## src/rtl/memory_port_ctrl_pkg.sv

```systemverilog
// Shared definitions for the storage-port initiator: default widths,
// storage depth and the controller state encoding.
package memory_port_ctrl_pkg;

  localparam int unsigned DATA_W_DEF = 8;
  localparam int unsigned ADDR_W_DEF = 2;
  localparam int unsigned DEPTH_DEF  = 1 << ADDR_W_DEF;

  // Explicit encodings keep the state values identical to the legacy design.
  typedef enum logic [2:0] {
    ST_IDLE     = 3'd0,
    ST_W_SETUP  = 3'd1,
    ST_W_STROBE = 3'd2,
    ST_W_HOLD   = 3'd3,
    ST_R_SAMPLE = 3'd4,
    ST_RESP     = 3'd5
  } state_e;

endpackage

```

## src/rtl/memory_port_ctrl.sv

```systemverilog
// Initiator for the addressable storage block: single read/write requests,
// a registered store strobe with setup/hold margins, read capture with
// response backpressure, and an in-order scan of every location.
module memory_port_ctrl
  import memory_port_ctrl_pkg::*;
#(
  parameter int unsigned DATA_W       = DATA_W_DEF,
  parameter int unsigned ADDR_W       = ADDR_W_DEF,
  parameter int unsigned STORE_CYCLES = 1
) (
  input  logic              clk,
  input  logic              rst_n,
  input  logic              req_valid,
  output logic              req_ready,
  input  logic              req_write,
  input  logic [ADDR_W-1:0] req_addr,
  input  logic [DATA_W-1:0] req_wdata,
  input  logic              scan_start,
  output logic              rsp_valid,
  input  logic              rsp_ready,
  output logic [ADDR_W-1:0] rsp_addr,
  output logic [DATA_W-1:0] rsp_data,
  output logic              rsp_last,
  output logic              busy,
  output logic [DATA_W-1:0] mem_data,
  output logic              mem_store,
  output logic [ADDR_W-1:0] mem_adder,
  input  logic [DATA_W-1:0] mem_memory
);

  localparam int unsigned       CNT_W     = (STORE_CYCLES > 1) ? $clog2(STORE_CYCLES) : 1;
  localparam logic [CNT_W-1:0]  CNT_LOAD  = CNT_W'(STORE_CYCLES - 1);
  localparam logic [ADDR_W-1:0] LAST_ADDR = '1;

  state_e             state_q, state_d;
  logic [CNT_W-1:0]   cnt_q, cnt_d;
  logic               scan_q, scan_d;
  logic               mem_store_q, mem_store_d;
  logic [ADDR_W-1:0]  mem_adder_q, mem_adder_d;
  logic [DATA_W-1:0]  mem_data_q, mem_data_d;
  logic [ADDR_W-1:0]  rsp_addr_q, rsp_addr_d;
  logic [DATA_W-1:0]  rsp_data_q, rsp_data_d;
  logic               rsp_last_q, rsp_last_d;

  // Gated by rst_n so the request side looks closed while reset is held.
  assign req_ready = rst_n && (state_q == ST_IDLE) && !scan_start;
  assign rsp_valid = (state_q == ST_RESP);
  assign busy      = (state_q != ST_IDLE);
  assign mem_store = mem_store_q;
  assign mem_adder = mem_adder_q;
  assign mem_data  = mem_data_q;
  assign rsp_addr  = rsp_addr_q;
  assign rsp_data  = rsp_data_q;
  assign rsp_last  = rsp_last_q;

  // Next-state, port and response register computation.
  always_comb begin
    state_d     = state_q;
    cnt_d       = cnt_q;
    scan_d      = scan_q;
    mem_adder_d = mem_adder_q;
    mem_data_d  = mem_data_q;
    rsp_addr_d  = rsp_addr_q;
    rsp_data_d  = rsp_data_q;
    rsp_last_d  = rsp_last_q;
    case (state_q)
      ST_IDLE: begin
        if (scan_start) begin
          mem_adder_d = '0;
          scan_d      = 1'b1;
          state_d     = ST_R_SAMPLE;
        end else if (req_valid && req_ready) begin
          mem_adder_d = req_addr;
          scan_d      = 1'b0;
          if (req_write) begin
            mem_data_d = req_wdata;
            state_d    = ST_W_SETUP;
          end else begin
            state_d = ST_R_SAMPLE;
          end
        end
      end
      ST_W_SETUP: begin
        cnt_d   = CNT_LOAD;
        state_d = ST_W_STROBE;
      end
      ST_W_STROBE: begin
        if (cnt_q == '0) state_d = ST_W_HOLD;
        else             cnt_d   = cnt_q - CNT_W'(1);
      end
      ST_W_HOLD: state_d = ST_IDLE;
      ST_R_SAMPLE: begin
        rsp_data_d = mem_memory;
        rsp_addr_d = mem_adder_q;
        rsp_last_d = !scan_q || (mem_adder_q == LAST_ADDR);
        state_d    = ST_RESP;
      end
      ST_RESP: begin
        if (rsp_ready) begin
          if (scan_q && (mem_adder_q != LAST_ADDR)) begin
            mem_adder_d = mem_adder_q + ADDR_W'(1);
            state_d     = ST_R_SAMPLE;
          end else begin
            scan_d  = 1'b0;
            state_d = ST_IDLE;
          end
        end
      end
      default: state_d = ST_IDLE;
    endcase
    // Store strobe is registered from the next state so it is glitch-free
    // and exactly aligned with the W_STROBE cycles.
    mem_store_d = (state_d == ST_W_STROBE);
  end

  // State and output registers; reset clears everything, including a live strobe.
  always_ff @(posedge clk or negedge rst_n) begin
    if (!rst_n) begin
      state_q     <= ST_IDLE;
      cnt_q       <= '0;
      scan_q      <= 1'b0;
      mem_store_q <= 1'b0;
      mem_adder_q <= '0;
      mem_data_q  <= '0;
      rsp_addr_q  <= '0;
      rsp_data_q  <= '0;
      rsp_last_q  <= 1'b0;
    end else begin
      state_q     <= state_d;
      cnt_q       <= cnt_d;
      scan_q      <= scan_d;
      mem_store_q <= mem_store_d;
      mem_adder_q <= mem_adder_d;
      mem_data_q  <= mem_data_d;
      rsp_addr_q  <= rsp_addr_d;
      rsp_data_q  <= rsp_data_d;
      rsp_last_q  <= rsp_last_d;
    end
  end

endmodule

```

## config.mk

```make
export PLATFORM = sky130hd
export DESIGN_NAME = memory_port_ctrl
export DESIGN_NICKNAME = d
export VERILOG_FILES = /design/src/rtl/memory_port_ctrl_pkg.sv /design/src/rtl/memory_port_ctrl.sv
export SDC_FILE = /design/constraint.sdc
export NUM_CORES = 1
export LEC_CHECK = 0
export CORE_MARGIN = 3
export CORE_UTILIZATION = 42
export DETAILED_ROUTE_END_ITERATION = 16
export GPL_TIMING_DRIVEN = 0
export PLACE_DENSITY = 0.79
export SETUP_SLACK_MARGIN = 0.2
export SYNTH_ARGS = -nofsm -noshare
export SYNTH_HDL_FRONTEND = slang
export SYNTH_SLANG_ARGS = --single-unit
```

## constraint.sdc

```tcl
create_clock -name clk -period 2.5 [get_ports clk]
set_input_delay 0.5 -clock clk [delete_from_list [all_inputs] [get_ports clk]]
set_output_delay 0.5 -clock clk [all_outputs]
set_load 0.05 [all_outputs]
```

Word-level counts from Yosys, hierarchy flattened --
Index checks and enable logic that the tools add are counted.
Storage, ports and cells: word-level logic and storage cells 56, output and inout port bits 25, register bits 27, bits of input ports 24
Operators by class: reductions and logical operators 14, muxes and demuxes 19, equality and inequality tests 11, bitwise operators 1, add/subtract/negate cells 2
Operators by type and width (number):
- 3-bit two-way mux | 6
- 3-bit case mux with 5 select lines | 1
- 4-bit AND reduction | 3
- 2-bit two-way mux | 4
- 3-bit by 2-bit equality test with 1-bit output (second input constant) | 2
- 3-bit equality test (second input constant) | 2
- 1-bit two-way mux | 5
- 1-bit logical AND | 4
- 2-bit by 1-bit != test with 1-bit output (second input constant) | 2
- 2-bit != test (second input constant) | 2
- 1-bit case mux with 2 select lines | 2
- 2-bit case mux with 2 select lines | 1
- 2-bit nonzero test | 2
- 3-bit by 1-bit equality test with 1-bit output (second input constant) | 1
- 3-bit zero test | 1
- 3-bit by 2-bit != test with 1-bit output (second input constant) | 1
- 3-bit nonzero test | 1
- 2-bit by 1-bit adder with 2-bit output (second input constant) | 1
- 2-bit equality test (second input constant) | 1
- 1-bit zero test | 2
- 1-bit logical OR | 1
- 1-bit NOT | 1
- 1-bit subtractor (second input constant) | 1

Longest topological paths before layout --
Gate-level depths: netlist of the first run.
word-level depth 8, depth in mapped cells 7, mapped depth without buffers 5

Worst setup path after synthesis of the first run --
OpenSTA, ideal clock, no wires.
kind register to register, from register state_q[0], to register mem_data_q[0], in the netlist mem_data[0], required time 2.375 ns, arrival 2.228 ns, slack 0.147 ns, period minus slack after synthesis 2.353 ns, path buffers 3, setup time 0.125 ns, cell stages (with the launch flop) 8, cells stage by stage dfrtp_1 > buf_6 > or3_4 > buf_6 > nor3b_4 > and3_4 > buf_12 > mux2_4
On the way: longest elaborated chain between the ends 5
RTL lines:
- from (decl) | RTL line memory_port_ctrl.sv:35 | state_e state_q, state_d;
- from (signal assigned) | RTL line memory_port_ctrl.sv:129 | state_q <= state_d;
- 3-bit zero test | RTL line memory_port_ctrl.sv:46 | assign req_ready = rst_n && (state_q == ST_IDLE) && !scan_start;
- 1-bit logical AND (2 in a row) | RTL line memory_port_ctrl.sv:46
- via req_ready | RTL line memory_port_ctrl.sv:14 | output logic req_ready,
- 1-bit logical AND | RTL line memory_port_ctrl.sv:72 | end else if (req_valid && req_ready) begin
- 4-bit AND reduction (no line)
- to (signal assigned) | RTL line memory_port_ctrl.sv:134 | mem_data_q <= mem_data_d;
- to (decl) | RTL line memory_port_ctrl.sv:40 | logic [DATA_W-1:0] mem_data_q, mem_data_d;
The timed path passes the listed nets, and every way through them passes these cells. A chain may end at the register's enable or synchronous reset.

Worst setup path in the final report of the first run --
from register state_q[0], to output port req_ready
On the way: longest elaborated chain between the ends 3
RTL lines (RTL line):
- 3-bit zero test | memory_port_ctrl.sv:46
- 1-bit logical AND (2 in a row) | memory_port_ctrl.sv:46
- to (decl) | memory_port_ctrl.sv:14
Every way passes these cells.

==> out/results.env, run 1 <==
PWR_DENSITY_CELL_mW_PER_MM2=1510
DP_HPWL_MICRONS=2000
MAX_SLEW_VIOLATIONS=0
MULTI_INPUT_AREA_SQ_UM=470
YOSYSWARNINGS=0
PLACEMENTROWS=18
FINAL_CORE_UTILIZATION=0.679
CRITICAL_PATH.MAX_STAGE_DELAY_PS=410
CRIT_TOP_CELL='sky130_fd_sc_hd__buf_6'
SETUP.WORST_PATH.END_CLASS='output port'
CTS-ROOT-BUF='sky130_fd_sc_hd__clkbuf_4'
GROUTE.USAGE.OVERALL=0.167
DETAIL_ROUTE.DRC_VIOLATIONS=0
GRT_PASS1_VIAS=945
N_ANTENNA_CELL=0
NETLIST_TOP_CELLS_AREA='sky130_fd_sc_hd__dfrtp_1 54%, sky130_fd_sc_hd__mux2_4 10%, sky130_fd_sc_hd__mux2_2 9.4%, sky130_fd_sc_hd__buf_6 1.9%, sky130_fd_sc_hd__a21oi_1 1.7%'
HOLD_PATH.CLASS='in2async'
PORT-BUFFER-COUNT=48
FINALNONFILLERCELLS=171
CRITPATHTOPFAMILY='simple AND/OR/NAND/NOR gates'
GRT_UTIL_MET1=0.207
FP.DIEW_MICRONS=59.4
SEQUENTIAL_CELL_AREA_SQ_UM=651
DRT.ANTENNA.VIOLATING_NETS=0
CLOCK_TREE_FROM_TRITONCTS='done'
STDCELL_AREA_SQ_MM=0.00176
MAX_CLOCK_FREQ_MHz=440
TIMING.CRITICAL_PATH.CELLS='buf_6, or3_4, buf_6, nor3b_4, buf_6'
SYNTH_CELL_TYPES=27
FLOORPLAN.DIE.HEIGHT_MICRONS=59.4
TOTALNEGATIVESETUPSLACK_PS=0
GRT_UTIL_MET2=0.295
WORSTSETUPSTARTPOINTTYPE='register'
WORST_SLACK_PS=228
WORST_SLEW_PIN_TRAN_PS=708
POSTCTS_SETUP_BUFS=0
SYN-CELL-AREA_SQ_MM=0.00120
PIN_COUNT_OF_THE_BIGGEST_NET_ENTERING_GLOBAL_ROUTING=30
PATH_CLASS='reg2out'
REGTOREGSETUPSLACK_PS=490
WORST_SLACK_AFTER_DETAILED_PLACEMENT_PS=-1110
CLOCK_SKEW_PS=1.64
SYNTHDOMINANTAREACELLTYPE='sky130_fd_sc_hd__dfrtp_1'
WL_PER_CELL_MICRONS=15.8
FINISH_STAGE_SETUP_VIOLS=0
CTS_HTREE_LEVELS=1
PLACE_INST=167
MAXSLEWHEADROOM=0.528
INITIAL_ANTENNA_VIOLATION_COUNT=0
WORST_IR_DROP_VDD_mV=1.08
GROUTE.LAYER.MET3.USAGE=0.0392
CRITPATHSLOWESTCELL='sky130_fd_sc_hd__dfrtp_1'
TIMING.FINAL.CRIT_PERIOD_PS=2270
MAX_CAP_VIOL_COUNT=0
DPL_CELL_AREA_SQ_MM=0.00171
CTS_BUFFERS=3
FLOORPLAN.DIE_AREA_SQ_MM=0.00352
SYN2LAYOUT_AREA_GROWTH_PCT=47.1
CLKSINKCOUNT=26
MIN_PERIOD_OVER_PERIOD=0.909
FILLERINSTANCES=196
CRIT_ARRIVAL_PS=1770
SYNTHESIS.AREA_PER_INSTANCE_SQ_UM=13.4
PLACE_CONGESTION=0.786
DRIVE_ABOVE_1_SHARE=0.248
SYNTH_SEQ_CELLS=26
REPORT.FINAL.HOLD_VIOL_COUNT=0
DRT-TOTAL-WL_MICRONS=2710
NETLIST_INSTANCES=89
SYNTH_NETS=114
GRT_REMAINING_OVERFLOW=0
CP_MAX_FO=8
CTS.CLK_SLEW.WORST_PATHS_PS=150
POST_SYNTHESIS_SEQUENTIAL_AREA_RATIO=0.544
CRITICAL_PATH_BUF_INV_COUNT=3
DETAILEDROUTE.FIRSTITERATIONVIOLATIONS=26
SYNTH_TOP_AREA_SHARE=0.544
GLOBALROUTE.BUSIESTLAYER='met2'
ROUTED-VIA-COUNT=878
STATUS='finished, final reports clean'
GRT_SETUP_UNREPAIRED='yes'
CLK_PATH_BUF_DEPTH=2
ROUTED_VIA_DENSITY=5.13
CLKLATENCYLATEPIN_PS=320
GRT_PASS1_WL_MICRONS=4490
INITIAL_CORE_UTIL=0.462
CORE_SQ_MM=0.00259
DRT_PASS1_ITERATIONS=4
P_LEAK_nW=0.773
TIMING.CRITICAL_PATH.REQUIRED_PS=2000
IOPINCOUNT=49
LAYOUT.NETS=167
sequential cells by signal, summed over array words and instances, names as in the netlist:
register,count
mem_data,8
rsp_data,8
state_q,3
mem_adder,2
rsp_addr,2
mem_store,1
rsp_last,1
scan_q,1
path summary, 6_finish.rpt:
path,from,end,depth (start not counted)
max reg2reg,state_q[0]$_DFF_PN0_,mem_data[5]$_DFFE_PN0P_,7
min in group clk,rsp_data[7]$_DFFE_PN0P_,rsp_data[7]$_DFFE_PN0P_,1
min reg2reg,rsp_data[7]$_DFFE_PN0P_,rsp_data[7]$_DFFE_PN0P_,1
min,rst_n,mem_data[0]$_DFFE_PN0P_,1
max in group asynchronous,rst_n,rsp_data[2]$_DFFE_PN0P_,1
max,state_q[0]$_DFF_PN0_,req_ready,5
placed cells by master (no fill, tap or decap), types with 2 or more instances in the layout:
cell type	n
sky130_fd_sc_hd__a21oi_1	4
sky130_fd_sc_hd__buf_2	2
sky130_fd_sc_hd__buf_6	3
sky130_fd_sc_hd__clkbuf_2	2
sky130_fd_sc_hd__clkbuf_4	3
sky130_fd_sc_hd__clkdlybuf4s50_1	44
sky130_fd_sc_hd__dfrtp_1	26
sky130_fd_sc_hd__inv_1	4
sky130_fd_sc_hd__mux2_2	10
sky130_fd_sc_hd__mux2_4	8
sky130_fd_sc_hd__nand2_1	3
sky130_fd_sc_hd__nand3b_1	2
sky130_fd_sc_hd__nor2_1	5
sky130_fd_sc_hd__nor2b_1	2
sky130_fd_sc_hd__nor3b_1	2
sky130_fd_sc_hd__o21ai_0	4
sky130_fd_sc_hd__xnor2_1	2
report_power, final:
group          leakage, nW  switching, W  internal, W
Clock               0.0279      0.000132     0.000162
Sequential           0.318      0.000107     0.000619
Combinational        0.427      0.000987     0.000654
Total                0.773       0.00123      0.00143
worst register-to-register path, delay by kind of cell (launching register included):
family / cells / cell delay (ps)
buf+inv: 3 / 410
simple gates: 3 / 800
flops: 1 / 410
mux: 1 / 300
cells in the mapped netlist:
cell type	number
sky130_fd_sc_hd__dfrtp_1	26
sky130_fd_sc_hd__mux2_2	10
sky130_fd_sc_hd__mux2_4	8
sky130_fd_sc_hd__nor2_1	5
sky130_fd_sc_hd__a21oi_1	4
sky130_fd_sc_hd__inv_1	4
sky130_fd_sc_hd__o21ai_0	4
sky130_fd_sc_hd__nand2_1	3
sky130_fd_sc_hd__buf_2	2
sky130_fd_sc_hd__buf_6	2
sky130_fd_sc_hd__nand3b_1	2
sky130_fd_sc_hd__nor2b_1	2
sky130_fd_sc_hd__nor3b_1	2
sky130_fd_sc_hd__xnor2_1	2
sky130_fd_sc_hd__a211o_1	1
sky130_fd_sc_hd__a31oi_1	1
sky130_fd_sc_hd__and3_1	1
sky130_fd_sc_hd__and3_4	1
sky130_fd_sc_hd__buf_12	1
sky130_fd_sc_hd__buf_4	1
sky130_fd_sc_hd__ha_1	1
sky130_fd_sc_hd__mux2i_1	1
sky130_fd_sc_hd__nand4_1	1
sky130_fd_sc_hd__nor3b_4	1
sky130_fd_sc_hd__o22ai_1	1
sky130_fd_sc_hd__o32a_1	1
sky130_fd_sc_hd__or3_4	1
area by class of cell:
class,instances,area share
Sequential cell,26,0.370
Timing Repair Buffer,48,0.269
Multi-Input combinational cell,53,0.267
Buffer,6,0.0341
Tap cell,30,0.0213
Clock inverter,1,0.0171
Clock buffer,3,0.0128
Inverter,4,0.00853
layer usage:
| metal | vias up | wire length [microns] |
|---|---|---|
| li1 | 409 | - |
| met1 | 423 | 1160 |
| met2 | 44 | 1320 |
| met3 | 2 | 225 |
| met4 | 0 | 11 |
| met5 | - | 0 |
per-stage QoR:
step / hold slack (ps) / power [W]
finish: 292 / 0.00266
detailed placement: 494 / 0.00239
CTS: 319 / 0.00268
floorplan: 204 / 0.00188
global route: 322 / 0.00280
global placement: 489 / 0.00236
kinds of logic (layout without fill, tap and decap cells):
family / count (synthesis) / after routing / synth area share
DFF: 26 / 26 / 0.544
buffers and inverters: 10 / 62 / 0.0628
muxes: 19 / 19 / 0.203
and+or+nand+nor: 19 / 19 / 0.106
adders and majority gates: 1 / 1 / 0.0105
xor gates and xnor gates: 2 / 2 / 0.0146
AOI/OAI and AO/OA: 12 / 12 / 0.0596
repair_timing:
item                                    in CTS  in global routing
endpoints found under the setup margin      15                  3
resized for setup                            8                  9
hold buffers                                 0                  0
Note: power is estimated with default switching activity, not from simulation.
==> run 2, diff against run 1 <==
--- a/config.mk
+++ b/config.mk
@@ -9,6 +9,7 @@
 export CORE_UTILIZATION = 42
 export DETAILED_ROUTE_END_ITERATION = 16
 export GPL_TIMING_DRIVEN = 0
+export HOLD_SLACK_MARGIN = 0.12
 export PLACE_DENSITY = 0.79
 export SETUP_SLACK_MARGIN = 0.2
 export SYNTH_ARGS = -nofsm -noshare
==> results of run 2 <==
The final DEF is identical to that of run 1; final timing and power are the same.
